## config.mk

```make
export PLATFORM = sky130hd
export DESIGN_NAME = dma_addr_count_unit
export DESIGN_NICKNAME = d
export VERILOG_FILES = /design/src/rtl/dma_pkg.sv /design/src/rtl/dma_channel_regs.sv /design/src/rtl/dma_addr_count_unit.sv
export SDC_FILE = /design/constraint.sdc
export NUM_CORES = 1
export LEC_CHECK = 0
export ABC_AREA = 1
export CAP_MARGIN = 20
export CORE_AREA = 3 3 241 362
export CTS_CLUSTER_SIZE = 24
export DETAILED_ROUTE_END_ITERATION = 6
export DIE_AREA = 0 0 244 365
export PLACE_DENSITY = 0.39
export SYNTH_ARGS = -nofsm -noshare
export SYNTH_HDL_FRONTEND = slang
export SYNTH_HIERARCHICAL = 1
export SYNTH_SLANG_ARGS = --single-unit
```

## constraint.sdc

```tcl
create_clock -name clk -period 6.7 [get_ports clk]
set_clock_uncertainty 0.1 [all_clocks]
set_input_delay 1.675 -clock clk [delete_from_list [all_inputs] [get_ports clk]]
set_output_delay 1.675 -clock clk [all_outputs]
set_load 0.005 [all_outputs]
```

## src/rtl/dma_pkg.sv

```systemverilog
// Shared definitions for the DMA address/count unit.
//   REG_*       : CPU register offsets with special meaning
//   NUM_CH      : channel count (fixed at 4)
//   ch_state_t  : the four 16-bit registers owned by one channel
package dma_pkg;

  localparam int NUM_CH = 4;

  localparam logic [3:0] REG_STATUS = 4'd8;
  localparam logic [3:0] REG_CLR_FF = 4'd12;
  localparam logic [3:0] REG_MCLR   = 4'd13;

  typedef struct packed {
    logic [15:0] base_addr;
    logic [15:0] cur_addr;
    logic [15:0] base_cnt;
    logic [15:0] cur_cnt;
  } ch_state_t;

endpackage

```

## src/rtl/dma_channel_regs.sv

```systemverilog
// Address/count registers for one DMA channel.
//   clk, rst      : clock, async active-high reset
//   clr           : synchronous master clear
//   step          : a transfer completed on this channel
//   dec, autoinit : mode bits for this channel
//   wr_addr/cnt   : CPU byte write to the address / count pair
//   wr_hi         : selects the high byte for the write
//   wr_data       : CPU write byte
//   st            : current register contents
//   tc_hit        : combinational; this step consumes the final count
module dma_channel_regs
  import dma_pkg::*;
(
  input  logic       clk,
  input  logic       rst,
  input  logic       clr,
  input  logic       step,
  input  logic       dec,
  input  logic       autoinit,
  input  logic       wr_addr,
  input  logic       wr_cnt,
  input  logic       wr_hi,
  input  logic [7:0] wr_data,
  output ch_state_t  st,
  output logic       tc_hit
);

  logic [15:0] step_addr;

  // A count of zero still means one transfer remains.
  assign tc_hit    = step && (st.cur_cnt == 16'h0000);
  assign step_addr = dec ? st.cur_addr - 16'd1 : st.cur_addr + 16'd1;

  always_ff @(posedge clk or posedge rst) begin
    if (rst) begin
      st <= '0;
    end else if (clr) begin
      st <= '0;
    end else begin
      // A CPU write to a register pair wins over the step's update to it.
      if (wr_addr) begin
        if (wr_hi) begin
          st.base_addr[15:8] <= wr_data;
          st.cur_addr[15:8]  <= wr_data;
        end else begin
          st.base_addr[7:0]  <= wr_data;
          st.cur_addr[7:0]   <= wr_data;
        end
      end else if (step) begin
        st.cur_addr <= (tc_hit && autoinit) ? st.base_addr : step_addr;
      end

      if (wr_cnt) begin
        if (wr_hi) begin
          st.base_cnt[15:8] <= wr_data;
          st.cur_cnt[15:8]  <= wr_data;
        end else begin
          st.base_cnt[7:0]  <= wr_data;
          st.cur_cnt[7:0]   <= wr_data;
        end
      end else if (step) begin
        // Without autoinit the count simply wraps 0 -> FFFF.
        st.cur_cnt <= (tc_hit && autoinit) ? st.base_cnt : st.cur_cnt - 16'd1;
      end
    end
  end

endmodule

```

## src/rtl/dma_addr_count_unit.sv

```systemverilog
// Per-channel address and word-count engine for a 4-channel DMA controller.
//   clk, rst   : clock, async active-high reset
//   wr_stb     : CPU register write strobe
//   rd_stb     : CPU register read strobe
//   reg_addr   : CPU register offset
//   db_in      : CPU write data
//   db_out     : CPU read data, valid the cycle after rd_stb
//   active_ch  : channel granted by the control FSM
//   xfer_step  : one pulse per completed transfer on active_ch
//   autoinit   : per-channel auto-initialise enable
//   addr_dec   : per-channel address-decrement select
//   mem_addr   : current address of active_ch (one cycle latency)
//   tc         : pulse when a step consumes the final count
//   tc_status  : sticky per-channel TC flags, cleared by a status read
//   mark       : pulse every MARK_PERIOD steps on the same channel
module dma_addr_count_unit
  import dma_pkg::*;
#(
  parameter int MARK_PERIOD = 128
) (
  input  logic              clk,
  input  logic              rst,
  input  logic              wr_stb,
  input  logic              rd_stb,
  input  logic [3:0]        reg_addr,
  input  logic [7:0]        db_in,
  output logic [7:0]        db_out,
  input  logic [1:0]        active_ch,
  input  logic              xfer_step,
  input  logic [NUM_CH-1:0] autoinit,
  input  logic [NUM_CH-1:0] addr_dec,
  output logic [15:0]       mem_addr,
  output logic              tc,
  output logic [NUM_CH-1:0] tc_status,
  output logic              mark
);

  localparam logic [15:0] MARK_MASK = 16'(MARK_PERIOD - 1);

  ch_state_t         st [NUM_CH];
  logic [NUM_CH-1:0] tc_hit;

  logic        byte_ptr;
  logic [1:0]  last_ch;
  logic [15:0] step_cnt;
  logic [15:0] step_cnt_nxt;
  logic [7:0]  rd_data;
  logic [15:0] rd_word;

  logic ch_reg, wr_ch, rd_eff, rd_status, mclr, ptr_clr, ptr_tog;

  assign ch_reg    = !reg_addr[3];
  assign wr_ch     = wr_stb && ch_reg;
  // A write in the same cycle suppresses the read entirely.
  assign rd_eff    = rd_stb && !wr_stb;
  assign rd_status = rd_eff && (reg_addr == REG_STATUS);
  assign mclr      = wr_stb && (reg_addr == REG_MCLR);
  assign ptr_clr   = wr_stb && (reg_addr == REG_CLR_FF);
  assign ptr_tog   = (wr_stb || rd_stb) && ch_reg;

  for (genvar g = 0; g < NUM_CH; g++) begin : g_ch
    dma_channel_regs u_regs (
      .clk      (clk),
      .rst      (rst),
      .clr      (mclr),
      .step     (xfer_step && (active_ch == 2'(g))),
      .dec      (addr_dec[g]),
      .autoinit (autoinit[g]),
      .wr_addr  (wr_ch && (reg_addr[2:1] == 2'(g)) && !reg_addr[0]),
      .wr_cnt   (wr_ch && (reg_addr[2:1] == 2'(g)) &&  reg_addr[0]),
      .wr_hi    (byte_ptr),
      .wr_data  (db_in),
      .st       (st[g]),
      .tc_hit   (tc_hit[g])
    );
  end

  always_comb begin
    rd_data = 8'h00;
    rd_word = reg_addr[0] ? st[reg_addr[2:1]].cur_cnt : st[reg_addr[2:1]].cur_addr;
    if (ch_reg)
      rd_data = byte_ptr ? rd_word[15:8] : rd_word[7:0];
    else if (reg_addr == REG_STATUS)
      rd_data = {4'b0000, tc_status};
  end

  // Any change of channel restarts the MARK cadence.
  assign step_cnt_nxt = ((active_ch != last_ch) ? 16'h0000 : step_cnt) + {15'b0, xfer_step};

  always_ff @(posedge clk or posedge rst) begin
    if (rst) begin
      byte_ptr  <= 1'b0;
      db_out    <= '0;
      mem_addr  <= '0;
      tc        <= 1'b0;
      tc_status <= '0;
      mark      <= 1'b0;
      last_ch   <= '0;
      step_cnt  <= '0;
    end else if (mclr) begin
      byte_ptr  <= 1'b0;
      db_out    <= '0;
      mem_addr  <= '0;
      tc        <= 1'b0;
      tc_status <= '0;
      mark      <= 1'b0;
      last_ch   <= '0;
      step_cnt  <= '0;
    end else begin
      if (ptr_clr)      byte_ptr <= 1'b0;
      else if (ptr_tog) byte_ptr <= ~byte_ptr;
      if (rd_eff) db_out <= rd_data;
      // A TC landing on the same cycle as a status read survives the clear.
      tc_status <= (rd_status ? '0 : tc_status) | tc_hit;
      tc        <= |tc_hit;
      mem_addr  <= st[active_ch].cur_addr;
      last_ch   <= active_ch;
      step_cnt  <= step_cnt_nxt;
      mark      <= xfer_step && ((step_cnt_nxt & MARK_MASK) == 16'h0000);
    end
  end

endmodule

```

==> reports/qor_table.md, run 1 <==
| Result | This run | Unit |
|---|---|---|
| Transition at the pin with the smallest max-transition slack | 1.09 | ns |
| Total nets after synthesis | 3270 | - |
| Crit path kind | primary input to flip-flop | - |
| Internal Pwr Total | 5.58 | mW |
| TritonCTS clock tree | built | - |
| VDD IR-drop max | 0.152 | mV |
| Highest Clock Rate | 195 | MHz |
| RSZ-0062 raised after global routing | no | - |
| Launching element type of the critical path | primary input | - |
| Dominant register cell in the synthesized netlist | sky130_fd_sc_hd__dfrtp_1 | - |
| Number of design rule violations left after detail routing | 0 | - |
| Std-Cell Core Area | 0.0846 | mm² |
| Num ports | 57 | - |
| Period utilization | 76.7 | % |
| Share of synthesized flip-flops with an asynchronous set or reset | 100 | % |
| Synthesis warning total | 6 | - |
| Met2 track demand over resource | 38.4 | % |
| Synthesized area | 0.0211 | mm² |
| Type of element capturing the critical path | flip-flop | - |
| Cell at the root of the clock tree | sky130_fd_sc_hd__clkbuf_16 | - |
| Number of nets still failing antenna checks after routing | 0 | - |
| Sum of overflow across all layers after global routing | 0 | - |
| Proportion of netlist area held by the largest area contributor | 35.2 | % |
| Final Total Pwr | 10.4 | mW |
| Switching power summed over all nets | 4.84 | mW |
| Minimum clock period | 5.14 | ns |
| Data arrival, critical path | 5.48 | ns |
| Fin. max-slew vios | 0 | - |
| Met3 Track Usage GR | 1.99 | % |
| Count of cells resized by post-cts repair | 0 | - |
| Clk pwr share | 22.4 | % |
| Total global-route track usage | 20.3 | % |
| Number of iterations in the first detailed-routing pass | 5 | - |
| Via density per instance | 4.74 | - |
| Final worst hold slack | 0.388 | ns |
| Deepest clock path buffer count | 3 | - |
| Gate Count Post-Synth | 3173 | - |
| Max transition margin | 27.3 | % |
| Hold crit path type | flip-flop to flip-flop | - |
| Leakage power of the design | 12.7 | nW |
| Fin nets | 3320 | - |
| Met1 track demand over resource in global routing | 23.6 | % |
| Signed area change from the synthesized netlist to the final layout | 15.3 | % |
| Floorplan die height | 365 | µm |
| Drt total wl | 91900 | µm |
| Total number of vias | 20800 | - |
| Cell type contributing the most total cell area after synthesis | sky130_fd_sc_hd__dfrtp_1 | - |
| Comb power frac | 44.3 | % |
| Seq/Total Area, Yosys | 35.2 | % |
| Routed wire per std cell | 21.0 | µm |
| Port-buffer cells | 56 | - |
| Number of synthesized flops with an enable pin | 0 | - |
| Number of max-cap violations | 0 | - |
| Via count of the first global-routing pass | 20700 | - |
| Most crowded layer after global routing | met2 | - |
| Rows | 131 | - |
| Syn Area/Cell | 6.64 | µm² |
| Half-perimeter wire length after placement | 70200 | µm |
| Count of endpoints failing hold in the final timing report | 0 | - |
| Effective utilization at floorplan | 24.9 | % |
| H-tree depth reported by CTS | 2 | - |
| Required time worst endpoint | 7.04 | ns |
| Final setup violation count | 0 | - |
| P per Cell Area | 429 | mW/mm² |
| Clock Latency Late Sink | 0.58 | ns |
| Num CTS Buffers | 38 | - |
| Number of hold buffers added after CTS | 0 | - |
| Clk sink count | 296 | - |
| Fraction of power spent switching nets | 46.5 | % |
| Clock transition at the registers of the reported paths | 0.06 | ns |
| Seq pwr share | 33.3 | % |
| Crit path max fanout | 26 | - |
| Layout filler cell count | 9604 | - |
| Final Wtd Congestion | 0.894 | - |
| Global-route wire length before repair | 135000 | µm |
| Total Die Area | 0.0891 | mm² |
| Horiz. Die Dim | 244 | µm |
| Pin count of the biggest net entering global routing | 56 | - |
| Leading post-synthesis cells by cell area | sky130_fd_sc_hd__dfrtp_1, sky130_fd_sc_hd__nand2_1, sky130_fd_sc_hd__inv_1 | - |
| Fraction of layout cells with a size suffix above 1 | 5.90 | % |
| Iteration-0 DRC Markers | 1316 | - |
| Initial antenna violation count | 4 | - |
| Yosys reg bits | 296 | - |
| Sum of negative setup slack | 0 | ns |
| Outcome | completed | - |
| Number of unique standard cell types used by synthesis | 41 | - |
| Number of setup buffers added after CTS | 0 | - |
## final cells by class
type                            count  area [µm²]  share of cell area [%]
Clock inverter                     15         239                   0.984
Clock buffer                       54        1150                    4.76
Tap cell                         1130        1410                    5.82
Antenna cell                        2        5.00                  0.0206
Sequential cell                   296        7410                    30.5
Inverter                          497        1870                    7.68
Timing Repair Buffer               98         872                    3.59
Multi-Input combinational cell   2292       11300                    46.6
## metal layers
metal	part of all wire (%)	vias to the layer above
li1	-	10300
met1	40	9896
met2	53	462
met3	3.1	118
met4	3.8	0
met5	0	-
## cell usage in the layout, fill, tap and decap left out, types with 3 or more instances in the layout
cell type                         Yosys  final
sky130_fd_sc_hd__clkdlybuf4s50_1      0     55
sky130_fd_sc_hd__dfrtp_1            296    295
sky130_fd_sc_hd__or2_2               10     10
sky130_fd_sc_hd__nor2_4               4      5
sky130_fd_sc_hd__buf_4                8     40
sky130_fd_sc_hd__nor3_1              33     33
sky130_fd_sc_hd__ha_1                66     66
sky130_fd_sc_hd__xnor2_1             11     11
sky130_fd_sc_hd__nand3_1            215    215
sky130_fd_sc_hd__clkbuf_1            22      5
sky130_fd_sc_hd__o21ai_2             13     13
sky130_fd_sc_hd__nand4_1             40     40
sky130_fd_sc_hd__nand3b_1            15     15
sky130_fd_sc_hd__nor2_2              15     14
sky130_fd_sc_hd__clkinv_2             0      5
sky130_fd_sc_hd__a31oi_1              4      4
sky130_fd_sc_hd__clkbuf_16            0     41
sky130_fd_sc_hd__clkbuf_8             0      8
sky130_fd_sc_hd__a21oi_1             55     55
sky130_fd_sc_hd__o211ai_2             8      8
sky130_fd_sc_hd__nor2_8               3      3
sky130_fd_sc_hd__xor2_1              45     45
sky130_fd_sc_hd__nand2_1           1031   1031
sky130_fd_sc_hd__inv_2                7     12
sky130_fd_sc_hd__nor4_1               4      4
sky130_fd_sc_hd__o21ai_1             29     29
sky130_fd_sc_hd__a22oi_1             10     10
sky130_fd_sc_hd__a221oi_1            12     12
sky130_fd_sc_hd__bufinv_16            0      6
sky130_fd_sc_hd__o211ai_1            61     61
sky130_fd_sc_hd__nand2_2              8      8
sky130_fd_sc_hd__fa_1                 4      4
sky130_fd_sc_hd__nor2_1             314    314
sky130_fd_sc_hd__inv_1              489    484
sky130_fd_sc_hd__o21ai_0            160    160
sky130_fd_sc_hd__nand3_2              7      7
sky130_fd_sc_hd__o22ai_1            109    109
## final timing paths
path                                                  start                                 to  slack, ns  cells past startpoint
max in group asynchronous                               rst  g_ch[2].u_regs/st[29]$_DFFE_PP0P_       3.52                      3
min in group asynchronous                               rst              step_cnt[1]$_DFF_PP0_       1.68                      2
hold / removal                        db_out[0]$_DFFE_PP0P_              db_out[0]$_DFFE_PP0P_       0.39                      2
setup reg to reg           g_ch[2].u_regs/st[0]$_DFFE_PP0P_  g_ch[2].u_regs/st[12]$_DFFE_PP0P_       3.68                     10
setup / recovery                                reg_addr[1]   g_ch[1].u_regs/st[0]$_DFFE_PP0P_       1.56                      9
hold reg to reg                       db_out[0]$_DFFE_PP0P_              db_out[0]$_DFFE_PP0P_       0.39                      2
## state kept, by name, indices dropped and copies added (netlist names)
signal,cells
g_ch.u_regs/st,256
mem_addr,16
db_out,8
step_cnt,7
tc_status,4
last_ch,2
byte_ptr,1
mark,1
tc,1
## Yosys cell counts (2+ instances only)
| cell | n |
|---|---|
| sky130_fd_sc_hd__nor4_1 | 4 |
| sky130_fd_sc_hd__nand4_1 | 40 |
| sky130_fd_sc_hd__dfrtp_1 | 296 |
| sky130_fd_sc_hd__o22ai_1 | 109 |
| sky130_fd_sc_hd__o21ai_2 | 13 |
| sky130_fd_sc_hd__clkbuf_1 | 22 |
| sky130_fd_sc_hd__a22oi_1 | 10 |
| sky130_fd_sc_hd__buf_1 | 3 |
| sky130_fd_sc_hd__buf_6 | 6 |
| sky130_fd_sc_hd__fa_1 | 4 |
| sky130_fd_sc_hd__nor2_1 | 314 |
| sky130_fd_sc_hd__nor2_8 | 3 |
| sky130_fd_sc_hd__nand3_1 | 215 |
| sky130_fd_sc_hd__xor2_1 | 45 |
| sky130_fd_sc_hd__a221oi_1 | 12 |
| sky130_fd_sc_hd__inv_2 | 7 |
| sky130_fd_sc_hd__a31oi_1 | 4 |
| sky130_fd_sc_hd__nor2_4 | 4 |
| sky130_fd_sc_hd__nor3_1 | 33 |
| sky130_fd_sc_hd__nand2_1 | 1031 |
| sky130_fd_sc_hd__inv_1 | 489 |
| sky130_fd_sc_hd__or2_2 | 10 |
| sky130_fd_sc_hd__nor2_2 | 15 |
| sky130_fd_sc_hd__xnor2_1 | 11 |
| sky130_fd_sc_hd__a21oi_1 | 55 |
| sky130_fd_sc_hd__nand3_2 | 7 |
| sky130_fd_sc_hd__buf_4 | 8 |
| sky130_fd_sc_hd__o21ai_0 | 160 |
| sky130_fd_sc_hd__buf_2 | 49 |
| sky130_fd_sc_hd__nand3b_1 | 15 |
| sky130_fd_sc_hd__nand2_2 | 8 |
| sky130_fd_sc_hd__nand3_4 | 2 |
| sky130_fd_sc_hd__ha_1 | 66 |
| sky130_fd_sc_hd__o211ai_1 | 61 |
| sky130_fd_sc_hd__o211ai_2 | 8 |
| sky130_fd_sc_hd__o21ai_1 | 29 |
## critical path, cell delays in order
cell and delay, ns:
sky130_fd_sc_hd__clkdlybuf4s50_1 0.86, sky130_fd_sc_hd__nor2_8 0.55, sky130_fd_sc_hd__nand3_2 0.17, sky130_fd_sc_hd__nor2_4 0.54, sky130_fd_sc_hd__inv_1 0.50, sky130_fd_sc_hd__nand3_1 0.40, sky130_fd_sc_hd__o21ai_1 0.40, sky130_fd_sc_hd__inv_1 0.23
sky130_fd_sc_hd__o21ai_0 0.10
## power groups by stage
| stage | registers, mW | logic, mW | clock network [mW] |
|---|---|---|---|
| floorplan | 2.89 | 3.37 | 0 |
| finish | 3.47 | 4.62 | 2.33 |
| CTS | 3.45 | 4.65 | 2.40 |
| detailed placement | 3.48 | 4.63 | 0 |
| global placement | 3.49 | 4.64 | 0 |
| global route | 3.50 | 5.30 | 2.45 |
## logic make-up (layout without fill, tap and decap cells)
| family | after synthesis | count (layout) | synth area share (%) |
|---|---|---|---|
| other | 0 | 2 | 0 |
| buffers and inverters | 585 | 664 | 11.1 |
| and+or+nand+nor | 1704 | 1704 | 33.8 |
| DFF | 296 | 296 | 35.2 |
| xor gates and xnor gates | 57 | 57 | 2.41 |
| AOI/OAI and AO/OA | 461 | 461 | 13.2 |
| adders and majority gates | 70 | 70 | 4.30 |
## stage by stage
stage	instances	worst slack (ns)	cell area, µm²	util, %
floorplan	3173	2.98	21100	-
global placement	4308	1.14	22800	27.0
detailed placement	4309	0.997	22900	27.0
CTS	4378	1.61	24200	28.7
global route	4382	1.28	24300	28.7
finish	4384	1.56	24300	28.7
Note: power is estimated with default switching activity, not from simulation.
==> run 2, diff against run 1 <==
Settings changed: PLACE_DENSITY 0.39 to 0.4.
Clock period 6.7 ns to 4.55 ns, I/O delays scaled along.
==> run 2 against run 1 <==
  * Clock power grew 29%
  * Sequential share of layout area shrank 0.21 points
  * First-iteration DRC count grew 8.7%
  * Global-route usage grew 0.054 points
  * Worst hold slack gained 0.0071 ns
  * Routed wire length is essentially flat
  * Die area is the same
  * Utilization grew 0.20 points
  * Combinational power grew 50%
  * Final area grew 0.68%
  * Count of clock-buffer cells in the layout shrank 4
  * Power grew 44%
  * Critical endpoint is now g_ch[2].u_regs/st[51]$_DFFE_PP0P_
  * Largest cell class unchanged
==> reports/qor_table.md, run 2 (synthesized netlist as in run 1, its figures left out) <==
| Result | This run | Unit | Delta |
|---|---|---|---|
| Total global-route track usage | 20.3 | % | +0.054 points |
| Total Die Area | 0.0891 | mm² | unchanged |
| Deepest clock path buffer count | 3 | - | unchanged |
| Max transition margin | 17.1 | % | -10 points |
| Fraction of layout cells with a size suffix above 1 | 6.84 | % | +0.94 points |
| Total instance count after detailed placement | 4351 | - | +0.97% |
| Hold crit path type | flip-flop to flip-flop | - |  |
| Commonest cells after routing, fill and taps aside | sky130_fd_sc_hd__nand2_1, sky130_fd_sc_hd__inv_1, sky130_fd_sc_hd__nor2_1, sky130_fd_sc_hd__dfrtp_1, sky130_fd_sc_hd__nand3_1 | - |  |
| Fin nets | 3357 | - | +1.1% |
| Post-Layout Cell Count | 4420 | - | +0.82% |
| Clock Latency Late Sink | 0.59 | ns | about the same |
| Sum of negative setup slack | 0 | ns | unchanged |
| Pin count of the biggest net entering global routing | 59 | - | +5.4% |
| Final Wtd Congestion | 0.887 | - | -0.69% |
| Launching element type of the critical path | primary input | - |  |
| Floorplan die height | 365 | µm | unchanged |
| Horiz. Die Dim | 244 | µm | unchanged |
| Transition at the pin with the smallest max-transition slack | 1.24 | ns | +0.153 ns |
| Crit path kind | primary input to flip-flop | - |  |
| Highest Clock Rate | 259 | MHz |  |
| Number of iterations in the first detailed-routing pass | 6 | - | +1 |
| Number of nets still failing antenna checks after routing | 0 | - | unchanged |
| Num CTS Buffers | 37 | - | -2.6% |
| Count of cells along the worst hold path | 2 | - | unchanged |
| Number of hold buffers added after CTS | 0 | - | unchanged |
| Effective utilization at floorplan | 24.9 | % | unchanged |
| Leading cell type in the layout, fill and taps excluded | sky130_fd_sc_hd__nand2_1 | - |  |
| Port-buffer cells | 56 | - | unchanged |
| H-tree depth reported by CTS | 2 | - | unchanged |
| Required time worst endpoint | 4.87 | ns | -2.17 ns |
| Clk sink count | 296 | - | unchanged |
| RSZ-0062 raised after global routing | no | - |  |
| Via density per instance | 4.71 | - | -0.45% |
| Final Total Pwr | 15.0 | mW | +44% |
| Register name with the most flops | g_ch.u_regs/st | - |  |
| Num ports | 57 | - | unchanged |
| Crit path max fanout | 25 | - | -3.8% |
| Count of endpoints failing hold in the final timing report | 0 | - | unchanged |
| Initial antenna violation count | 2 | - | -2 |
| Layout filler cell count | 9592 | - | -0.12% |
| Via count of the first global-routing pass | 20600 | - | -0.42% |
| Global-route wire length before repair | 136000 | µm | +0.31% |
| Drt total wl | 91900 | µm | about the same |
| Fin. max-slew vios | 0 | - | unchanged |
| Number of design rule violations left after detail routing | 0 | - | unchanged |
| Data arrival, critical path | 4.19 | ns | -1.29 ns |
| Rows | 131 | - | unchanged |
| Half-perimeter wire length after placement | 71500 | µm | +1.9% |
| Outcome | completed | - |  |
| Period utilization | 85.0 | % |  |
| Top flop regs | g_ch.u_regs/st x256, mem_addr x16, db_out x8 | - |  |
| Total number of vias | 20800 | - | +0.37% |
| Count of cells resized by post-cts repair | 0 | - | unchanged |
| TritonCTS clock tree | built | - |  |
| Final worst hold slack | 0.395 | ns | +0.00712 ns |
| Final setup violation count | 0 | - | unchanged |
| Type of element capturing the critical path | flip-flop | - |  |
| Leakage power of the design | 12.8 | nW | +0.77% |
| Cell at the root of the clock tree | sky130_fd_sc_hd__clkbuf_16 | - |  |
| Std-Cell Core Area | 0.0846 | mm² | unchanged |
| Flip-flop count of the largest register, all copies and words added | 256 | - | unchanged |
| Number of setup buffers added after CTS | 0 | - | unchanged |
| Number of max-cap violations | 0 | - | unchanged |
| Signed area change from the synthesized netlist to the final layout | 16.1 | % |  |
| P per Cell Area | 615 | mW/mm² | +43% |
| Routed wire per std cell | 20.8 | µm | -0.77% |
| VDD IR-drop max | 0.259 | mV | +70% |
| Cell depth of the worst flop-to-flop path | 6 | - | -4 |
| Sum of overflow across all layers after global routing | 0 | - | unchanged |
| Minimum clock period | 3.87 | ns |  |
| Iteration-0 DRC Markers | 1430 | - | +8.7% |
| Clock transition at the registers of the reported paths | 0.06 | ns | about the same |
run 2: changes by cell type in the layout (fill, tap and decap cells not counted), moves of 2 or more:
| cell | delta |
|---|---|
| sky130_fd_sc_hd__buf_4 | +35 |
| sky130_fd_sc_hd__buf_12 | +5 |
| sky130_fd_sc_hd__bufinv_16 | -5 |
| sky130_fd_sc_hd__clkbuf_16 | -4 |
| sky130_fd_sc_hd__clkinvlp_4 | +4 |
| sky130_fd_sc_hd__buf_2 | -2 |
| sky130_fd_sc_hd__clkinv_8 | +2 |
| sky130_fd_sc_hd__inv_6 | +2 |
run 2: final timing paths:
kind | start | to | slack [ns]
worst max register to register | byte_ptr$_DFFE_PP0P_ | g_ch[1].u_regs/st[4]$_DFFE_PP0P_ | 1.77
max in group asynchronous | rst | mem_addr[15]$_DFF_PP0_ | 2.32
worst min register to register | db_out[4]$_DFFE_PP0P_ | db_out[4]$_DFFE_PP0P_ | 0.40
worst min-delay path | db_out[4]$_DFFE_PP0P_ | db_out[4]$_DFFE_PP0P_ | 0.40
worst max-delay path | reg_addr[2] | g_ch[2].u_regs/st[51]$_DFFE_PP0P_ | 0.68
min in group asynchronous | rst | g_ch[1].u_regs/st[36]$_DFFE_PP0P_ | 1.05
run 2: metrics by stage:
stage / util (%) / area (µm²) / setup WS, ns
finish: 28.9 / 24400 / 0.682
global route: 28.9 / 24400 / 0.385
CTS: 28.9 / 24400 / 0.659
detailed placement: 27.5 / 23200 / 0.0379
global placement: 27.5 / 23200 / 0.0980
floorplan: - / 21100 / 1.37
run 2: where the power goes:
part / switching, mW / internal [mW] / total, mW / leakage, nW
Sequential: 1.50 / 3.59 / 5.08 / 3.77
Combinational: 4.39 / 2.54 / 6.94 / 8.48
Clock: 1.32 / 1.69 / 3.01 / 0.580
Total: 7.21 / 7.82 / 15.0 / 12.8
run 2: area by class of cell:
cell class | instances | area [µm²] | share of cell area (%)
antenna | 2 | 5.00 | 0.0205
timing repair buffer | 136 | 1220 | 5.01
multi-input combinational | 2292 | 11300 | 46.3
clock buffer | 50 | 1040 | 4.27
inverter | 497 | 1870 | 7.63
sequential | 296 | 7410 | 30.3
tap | 1130 | 1410 | 5.78
clock inverter | 17 | 164 | 0.671
run 2: critical path, stage by stage:
cell and delay (ns):
sky130_fd_sc_hd__clkdlybuf4s50_1 0.59, sky130_fd_sc_hd__inv_2 0.13, sky130_fd_sc_hd__nor2_8 0.13, sky130_fd_sc_hd__buf_4 0.32, sky130_fd_sc_hd__inv_1 0.09, sky130_fd_sc_hd__nor3_1 0.47, sky130_fd_sc_hd__inv_1 0.52, sky130_fd_sc_hd__o21ai_1 0.63
sky130_fd_sc_hd__o22ai_1 0.13
run 2: per-layer routing:
layer | routed length, µm | global-route usage (%) | up-vias
met5 | 0 | 0 | -
met4 | 3720 | 7.87 | 0
met3 | 2420 | 1.66 | 120
met2 | 48500 | 38.7 | 419
met1 | 37300 | 23.5 | 9937
li1 | - | - | 10400
